`config.mk`:
```
export PLATFORM = sky130hd
export DESIGN_NAME = sky130_fd_io__xres_pulse_drv
export DESIGN_NICKNAME = d
export VERILOG_FILES = /design/src/rtl/sky130_fd_io__xres_pulse_drv.sv
export SDC_FILE = /design/constraint.sdc
export NUM_CORES = 1
export LEC_CHECK = 0
export CAP_MARGIN = 20
export CORE_UTILIZATION = 64
export CTS_CLUSTER_SIZE = 14
export DETAILED_ROUTE_END_ITERATION = 8
export PLACE_DENSITY = 0.93
export SYNTH_ARGS = -nofsm -noshare
export SYNTH_HDL_FRONTEND = slang
export SYNTH_SLANG_ARGS = --single-unit
```
`constraint.sdc`:
```
create_clock -name CLK -period 4.1 [get_ports CLK]
set_input_delay 1.025 -clock CLK [delete_from_list [all_inputs] [get_ports CLK]]
set_output_delay 1.025 -clock CLK [all_outputs]
set_load 0.01 [all_outputs]
```
`src/rtl/sky130_fd_io__xres_pulse_drv.sv`:
```
// sky130_fd_io__xres_pulse_drv: sequences XRES pad enables and drives checked active-low reset pulses on FILT_IN_H
//   CLK, RESET (sync, active-high)
//   PWR_ON_REQ -> ENABLE_VDDIO / ENABLE_H ordering, PWR_ON_ACK when both are up
//   RST_REQ -> FILT_IN_H low for PULSE_CYCLES, RST_BUSY until GAP ends, RST_DONE strobe
//   XRES_SENSE_N returned pad reset, checked for assertion and release; ERR sticky
//   INP_SEL_H tied high to select the FILT_IN_H path
module sky130_fd_io__xres_pulse_drv #(
  parameter int unsigned PULSE_CYCLES   = 80,
  parameter int unsigned GAP_CYCLES     = 80,
  parameter int unsigned EN_HOLD_CYCLES = 2,
  parameter int unsigned SENSE_TIMEOUT  = 16,
  parameter int unsigned CNT_W          = 16
) (
  input  logic CLK,
  input  logic RESET,
  input  logic PWR_ON_REQ,
  output logic PWR_ON_ACK,
  input  logic RST_REQ,
  output logic RST_BUSY,
  output logic RST_DONE,
  output logic FILT_IN_H,
  output logic INP_SEL_H,
  output logic ENABLE_H,
  output logic ENABLE_VDDIO,
  input  logic XRES_SENSE_N,
  output logic ERR
);
  typedef enum logic [1:0] {OFF, VDDIO_UP, ON, H_DOWN} en_state_t;
  typedef enum logic [1:0] {IDLE, PULSE, RELEASE, GAP} p_state_t;
  localparam logic [CNT_W-1:0] HOLD_LOAD  = CNT_W'(EN_HOLD_CYCLES - 1);
  localparam logic [CNT_W-1:0] PULSE_LOAD = CNT_W'(PULSE_CYCLES - 1);
  localparam logic [CNT_W-1:0] SENSE_LOAD = CNT_W'(SENSE_TIMEOUT - 1);
  localparam logic [CNT_W-1:0] GAP_LOAD   = CNT_W'(GAP_CYCLES - 1);
  localparam bit               SENSE_CHK  = PULSE_CYCLES > SENSE_TIMEOUT;
  // counter value seen SENSE_TIMEOUT edges after the falling edge
  localparam logic [CNT_W-1:0] CHK_AT     = SENSE_CHK ? CNT_W'(PULSE_CYCLES - SENSE_TIMEOUT) : '0;
  en_state_t        en_state;
  p_state_t         p_state;
  logic [CNT_W-1:0] hold_cnt;
  logic [CNT_W-1:0] cnt;
  logic             sense_s1;
  logic             sense_s2;
  logic             accept;
  assign INP_SEL_H = 1'b1;
  assign accept    = (p_state == IDLE) && RST_REQ && PWR_ON_ACK;
  always_ff @(posedge CLK) begin
    if (RESET) begin
      sense_s1 <= 1'b1;
      sense_s2 <= 1'b1;
    end else begin
      sense_s1 <= XRES_SENSE_N;
      sense_s2 <= sense_s1;
    end
  end
  // a request accepted in the same cycle as a power-down keeps the pad up until IDLE
  always_ff @(posedge CLK) begin
    if (RESET) begin
      en_state     <= OFF;
      hold_cnt     <= '0;
      ENABLE_VDDIO <= 1'b0;
      ENABLE_H     <= 1'b0;
      PWR_ON_ACK   <= 1'b0;
    end else begin
      case (en_state)
        OFF: if (PWR_ON_REQ) begin
          en_state     <= VDDIO_UP;
          ENABLE_VDDIO <= 1'b1;
          hold_cnt     <= HOLD_LOAD;
        end
        VDDIO_UP: if (hold_cnt != '0) hold_cnt <= hold_cnt - 1'b1;
        else if (PWR_ON_REQ) begin
          en_state   <= ON;
          ENABLE_H   <= 1'b1;
          PWR_ON_ACK <= 1'b1;
        end else begin
          en_state <= H_DOWN;
          hold_cnt <= HOLD_LOAD;
        end
        ON: if (!PWR_ON_REQ && p_state == IDLE && !accept) begin
          en_state   <= H_DOWN;
          ENABLE_H   <= 1'b0;
          PWR_ON_ACK <= 1'b0;
          hold_cnt   <= HOLD_LOAD;
        end
        H_DOWN: if (hold_cnt != '0) hold_cnt <= hold_cnt - 1'b1;
        else begin
          en_state     <= OFF;
          ENABLE_VDDIO <= 1'b0;
        end
      endcase
    end
  end
  always_ff @(posedge CLK) begin
    if (RESET) begin
      p_state   <= IDLE;
      cnt       <= '0;
      FILT_IN_H <= 1'b1;
      RST_BUSY  <= 1'b0;
      RST_DONE  <= 1'b0;
      ERR       <= 1'b0;
    end else begin
      RST_DONE <= 1'b0;
      case (p_state)
        IDLE: if (accept) begin
          p_state   <= PULSE;
          FILT_IN_H <= 1'b0;
          RST_BUSY  <= 1'b1;
          cnt       <= PULSE_LOAD;
        end
        PULSE: begin
          if (SENSE_CHK && cnt == CHK_AT && sense_s2) ERR <= 1'b1;
          if (cnt == '0) begin
            p_state   <= RELEASE;
            FILT_IN_H <= 1'b1;
            cnt       <= SENSE_LOAD;
          end else cnt <= cnt - 1'b1;
        end
        RELEASE: if (sense_s2 || cnt == '0) begin
          p_state <= GAP;
          cnt     <= GAP_LOAD;
          ERR     <= ERR | ~sense_s2;
        end else cnt <= cnt - 1'b1;
        GAP: if (cnt == '0) begin
          p_state  <= IDLE;
          RST_DONE <= 1'b1;
          RST_BUSY <= 1'b0;
        end else cnt <= cnt - 1'b1;
      endcase
    end
  end
endmodule

```
=== After elaboration in Yosys (flattened, before gate mapping) ===
Cells that the tools add are included.

* Register bits after elaboration: 44
* Output and inout bits: 8
* Word-level logic and storage cells: 102

* Add/sub/neg operators: 2
* Equality and inequality tests: 20
* Multiplexer cells: 38
* Bitwise gates (word level): 3
* Reductions and logical operators: 27

{| class="wikitable"
|+ Operator list
! kind !! number
|-
| $mux 16 || 9
|-
| $pmux 16 s4 || 2
|-
| $sub 16x1->16 const B || 2
|-
| $ne 2x2->1 const B || 12
|-
| $eq 16x7->1 const B || 1
|-
| $logic_not 16->1 || 1
|-
| $mux 2 || 8
|-
| $pmux 2 s4 || 2
|-
| $reduce_and 4->1 || 4
|-
| $reduce_bool 16->1 || 1
|-
| $mux 1 || 12
|-
| $reduce_and 3->1 || 4
|-
| $pmux 1 s2 || 5
|-
| $reduce_bool 2->1 || 5
|-
| $eq 2x2->1 const B || 4
|-
| $logic_and 1x1->1 || 5
|-
| $eq 2x1->1 const B || 2
|-
| $logic_not 2->1 || 2
|-
| $ne 3x3->1 const B || 1
|-
| $logic_not 1->1 || 2
|-
| $not 1->1 || 2
|-
| $reduce_and 2->1 || 1
|-
| $reduce_or 2->1 || 1
|-
| $logic_or 1x1->1 || 1
|-
| $or 1x1->1 || 1
|}

=== Logic depth before layout (Yosys ltp) ===
* Depth after elaboration: 7
* Depth in mapped cells: 9

=== Worst setup path before layout ===
No wires, ideal clock.

* Path kind: input-to-reg
* Start point: input port RST_REQ
* End point: register hold_cnt[3]
* Library setup time: 0.070 ns
* Arrival time: 2.544 ns
* Slack: 1.486 ns
* Cell stages on the path: 5
* Buffers on the path: 0
* Cells stage by stage: a21bo_2 > o21ai_1 > o211ai_1 > or4_1 > a21oi_1

* Word-level cells in the longest chain between the ends: 6

{| class="wikitable"
|+ RTL lines
! item !! RTL line !! RTL
|-
| from (decl) || 18 || <nowiki>input logic RST_REQ,</nowiki>
|-
| $logic_and 1x1->1 (2 in a row) || 45 || <nowiki>assign accept = (p_state == IDLE) && RST_REQ && PWR_ON_ACK;</nowiki>
|-
| $logic_not 1->1 || 79 || <nowiki>ON: if (!PWR_ON_REQ && p_state == IDLE && !accept) begin</nowiki>
|-
| $logic_and 1x1->1 || 79 ||
|-
| $ne 2x2->1 (no line) || n/a ||
|-
| $reduce_and 4->1 (no line) || n/a ||
|-
| to (signal assigned) || 70 || <nowiki>VDDIO_UP: if (hold_cnt != '0) hold_cnt <= hold_cnt - 1'b1;</nowiki>
|-
| to (signal assigned) || 85 || <nowiki>H_DOWN: if (hold_cnt != '0) hold_cnt <= hold_cnt - 1'b1;</nowiki>
|-
| to (decl) || 39 || <nowiki>logic [CNT_W-1:0] hold_cnt;</nowiki>
|}

No other way between the ends.
A chain may end at the register's enable or synchronous reset.

=== Final worst setup path ===
* Start point: input port PWR_ON_REQ
* End point: register hold_cnt[15]

* Word-level cells in the longest chain between the ends: 5

{| class="wikitable"
|+ RTL lines
! item !! RTL line !! RTL
|-
| from (decl) || 16 || <nowiki>input logic PWR_ON_REQ,</nowiki>
|-
| $logic_not 1->1 || 79 ||
|-
| $logic_and 1x1->1 (2 in a row) || 79 ||
|-
| $ne 2x2->1 (no line) || n/a ||
|-
| $reduce_and 4->1 (no line) (*) || n/a ||
|}

Every way passes the cells marked *; elsewhere a longest branch is shown, timed or not.

==> reports/results.ini <==
[timing]
final.setup_skew_ns = 0.00542
timing_hold_violations_final = 0
timing_max_transition_violations_final = 0
finalCritPeriodShare_pct = 71.5
setup_repair_after_global_routing_missed_its_margin = no
relSlewSlack_pct = 47.4
period_needed_ns = 2.93
setup_viol = 0
setup_tns_ns = 0
clock.fmax_ghz = 0.341
tightestPinTransition_ns = 0.782

[grt]
grt_usage_pct = 29.7
grt_start_max_net_pins = 16
grt_pass1_wl_um = 9300
first_global_vias = 2069
antenna_found_initial = 0
overflow = 0

[setup_path]
timing.critical_path.slowest_stage_cell = clkdlybuf4s50_1
cp_data_arrival_time_ns = 3.16
worst_r2r_path_depth = 7
crit_chain = clkdlybuf4s50_1 > a21oi_1 > or3_1 > o211ai_1 > o21ai_2 > a21oi_1
cp_max_fo = 14
critical_path.endpoint_type = register
kind_of_start_point_of_the_critical_path = input port
worst_path_largest_cell_delay_ns = 0.57
setup_crit_path_kind = input port to register
cp_data_required_time_ns = 4.33
cp_common_cell = a21oi_1

[synthesis]
ys.flop_type = dfxtp_1
post_synth_edffs = 0
mappedNetlistArea_um2 = 2410
syn_avg_cell_area_um2 = 8.36
ys_top_cells_by_area = dfxtp_1 37%, a21oi_1 6.9%, ha_1 5.7%
synth.net_count = 304
synth-warning-count = 0
synth_top_cell_area_share_pct = 36.6
netlist_instances = 288
postSynth.asyncResetShare_pct = 0
synth-seq-cells = 44
synth_area_leader_cell = dfxtp_1
yosysUniqueCellTypes = 53
sequential_area_share_after_synthesis_pct = 36.6

[run_status]
run_status = finished clean

[clock_tree]
cts.root.buffer_cell = clkbuf_8
cts.reportedPaths.clkPinSlew_ns = 0.08
tritoncts = done
cts_buf_count = 5
cts.sinks = 44
clock_tree.htree_level_count = 2
number_of_setup_buffers_added_after_cts = 0
insertion_delay_ns = 0.31
post_cts_resized = 0
cts_max_path_buffers = 2
hold_buffers = 0

[route]
detail_route.iter0.violations = 264
drt-wirelength-per-cell_um = 16.2
final_antenna_net_count = 0
vias_per_cell = 6.49
post-route-drc-count = 0
route.vias.total = 2244
drt_first_pass_iters = 4
finalWirelength_um = 5590

[worst_hold_path]
min-delay-path-class = register to register
worst_hold_path.num_cells = 1

[cells_and_area]
fillers = 255
antenna_cells = 0
syn2layout_area_growth_pct = 10.4
finish.net_count = 315
mostFrequentLayoutCell = dfxtp_1
fin_util_pct = 76.6
drive_gt1_share_pct = 8.67
layout.cells.most_common_list = 44 x dfxtp_1, 33 x a21oi_1, 23 x nor2_1

[placed_design]
globalplace.congestion = 0.931
placement.io_buffers = 11
detailed_place_hpwl_um = 4000

[floorplan]
rows = 21
floorplan.initialDensity_pct = 69.4
boundaryPins = 13
coreArea_um2 = 3470
floorplan.die.height_um = 63.3
die_outline_area_um2 = 4010
die_x_um = 63.3

[job]
max_cap_viols = 0

-- worst max-delay path: cells and delay by family --
family	cells	cell delay [ns]
simple gates	1	0.49
compound gates	4	1.07
buf+inv	1	0.57
-- state kept, by name (all words and copies together), names as in the netlist --
name,cells
p_state,2
ENABLE_VDDIO,1
RST_DONE,1
RST_BUSY,1
sense_s2,1
ERR,1
hold_cnt,16
ENABLE_H,1
cnt,16
FILT_IN_H,1
en_state,2
sense_s1,1
-- cell usage after synthesis (3+ instances only) --
library cell   n
a211o_1        3
a211oi_1       5
a21oi_1       33
clkbuf_1       5
dfxtp_1       44
ha_1          11
inv_1         12
nand2_1       11
nand3_1        4
nor2_1        23
nor3_1        15
nor4_1         4
o211ai_1       5
o21ai_0       14
o31ai_1       11
or2_2          8
or3_1         12
or4_1         15
xnor2_1        3
xor2_1         3
-- cell type report --
cell class | instances | area [um^2] | share of cell area, %
Multi-Input combinational cell | 222 | 1430 | 54.0
Sequential cell | 44 | 881 | 33.1
Timing Repair Buffer | 13 | 125 | 4.71
Clock buffer | 5 | 68.8 | 2.59
Tap cell | 46 | 57.6 | 2.17
Inverter | 13 | 48.8 | 1.84
Clock inverter | 3 | 42.5 | 1.60
-- per-layer routing --
layer | GRT usage (%) | part of all wire [%]
met1 | 37.0 | 45
met4 | 12.2 | 1.6
met2 | 49.1 | 48
met3 | 6.52 | 5.2
met5 | 0 | 0
-- cell families (layout without fill, tap and decap cells) --
logic type,after synthesis,in the layout,share of synthesized area (%)
AOI/OAI and AO/OA,93,93,25.0
adders and majority gates,11,11,5.72
buffers and inverters,22,34,3.85
DFF,44,44,36.6
and+or+nand+nor,109,109,25.7
other,1,1,0.156
xor gates and xnor gates,6,6,2.18
muxes,2,2,0.832
-- worst paths after layout --
kind                    from      endpoint  slack, ns
setup / recovery  PWR_ON_REQ  hold_cnt[15]       1.17
hold / removal      sense_s1      sense_s2       0.42
setup reg to reg      cnt[0]        cnt[9]       1.21
hold reg to reg     sense_s1      sense_s2       0.42
-- stage by stage --
| stage | instance area, um^2 | setup slack (ns) | hold WS, ns | cells |
|---|---|---|---|---|
| finish | 2660 | 1.17 | 0.417 | 346 |
| detailed placement | 2550 | 0.923 | 0.404 | 338 |
| floorplan | 2410 | 1.49 | 0.389 | 288 |
| CTS | 2660 | 1.18 | 0.424 | 346 |
| global placement | 2550 | 1.04 | 0.391 | 338 |
| global route | 2660 | 1.04 | 0.447 | 346 |
Power is left out: the tool's default activity adds up to more than one toggle a clock period on the data nets, which glitch-free logic cannot reach.
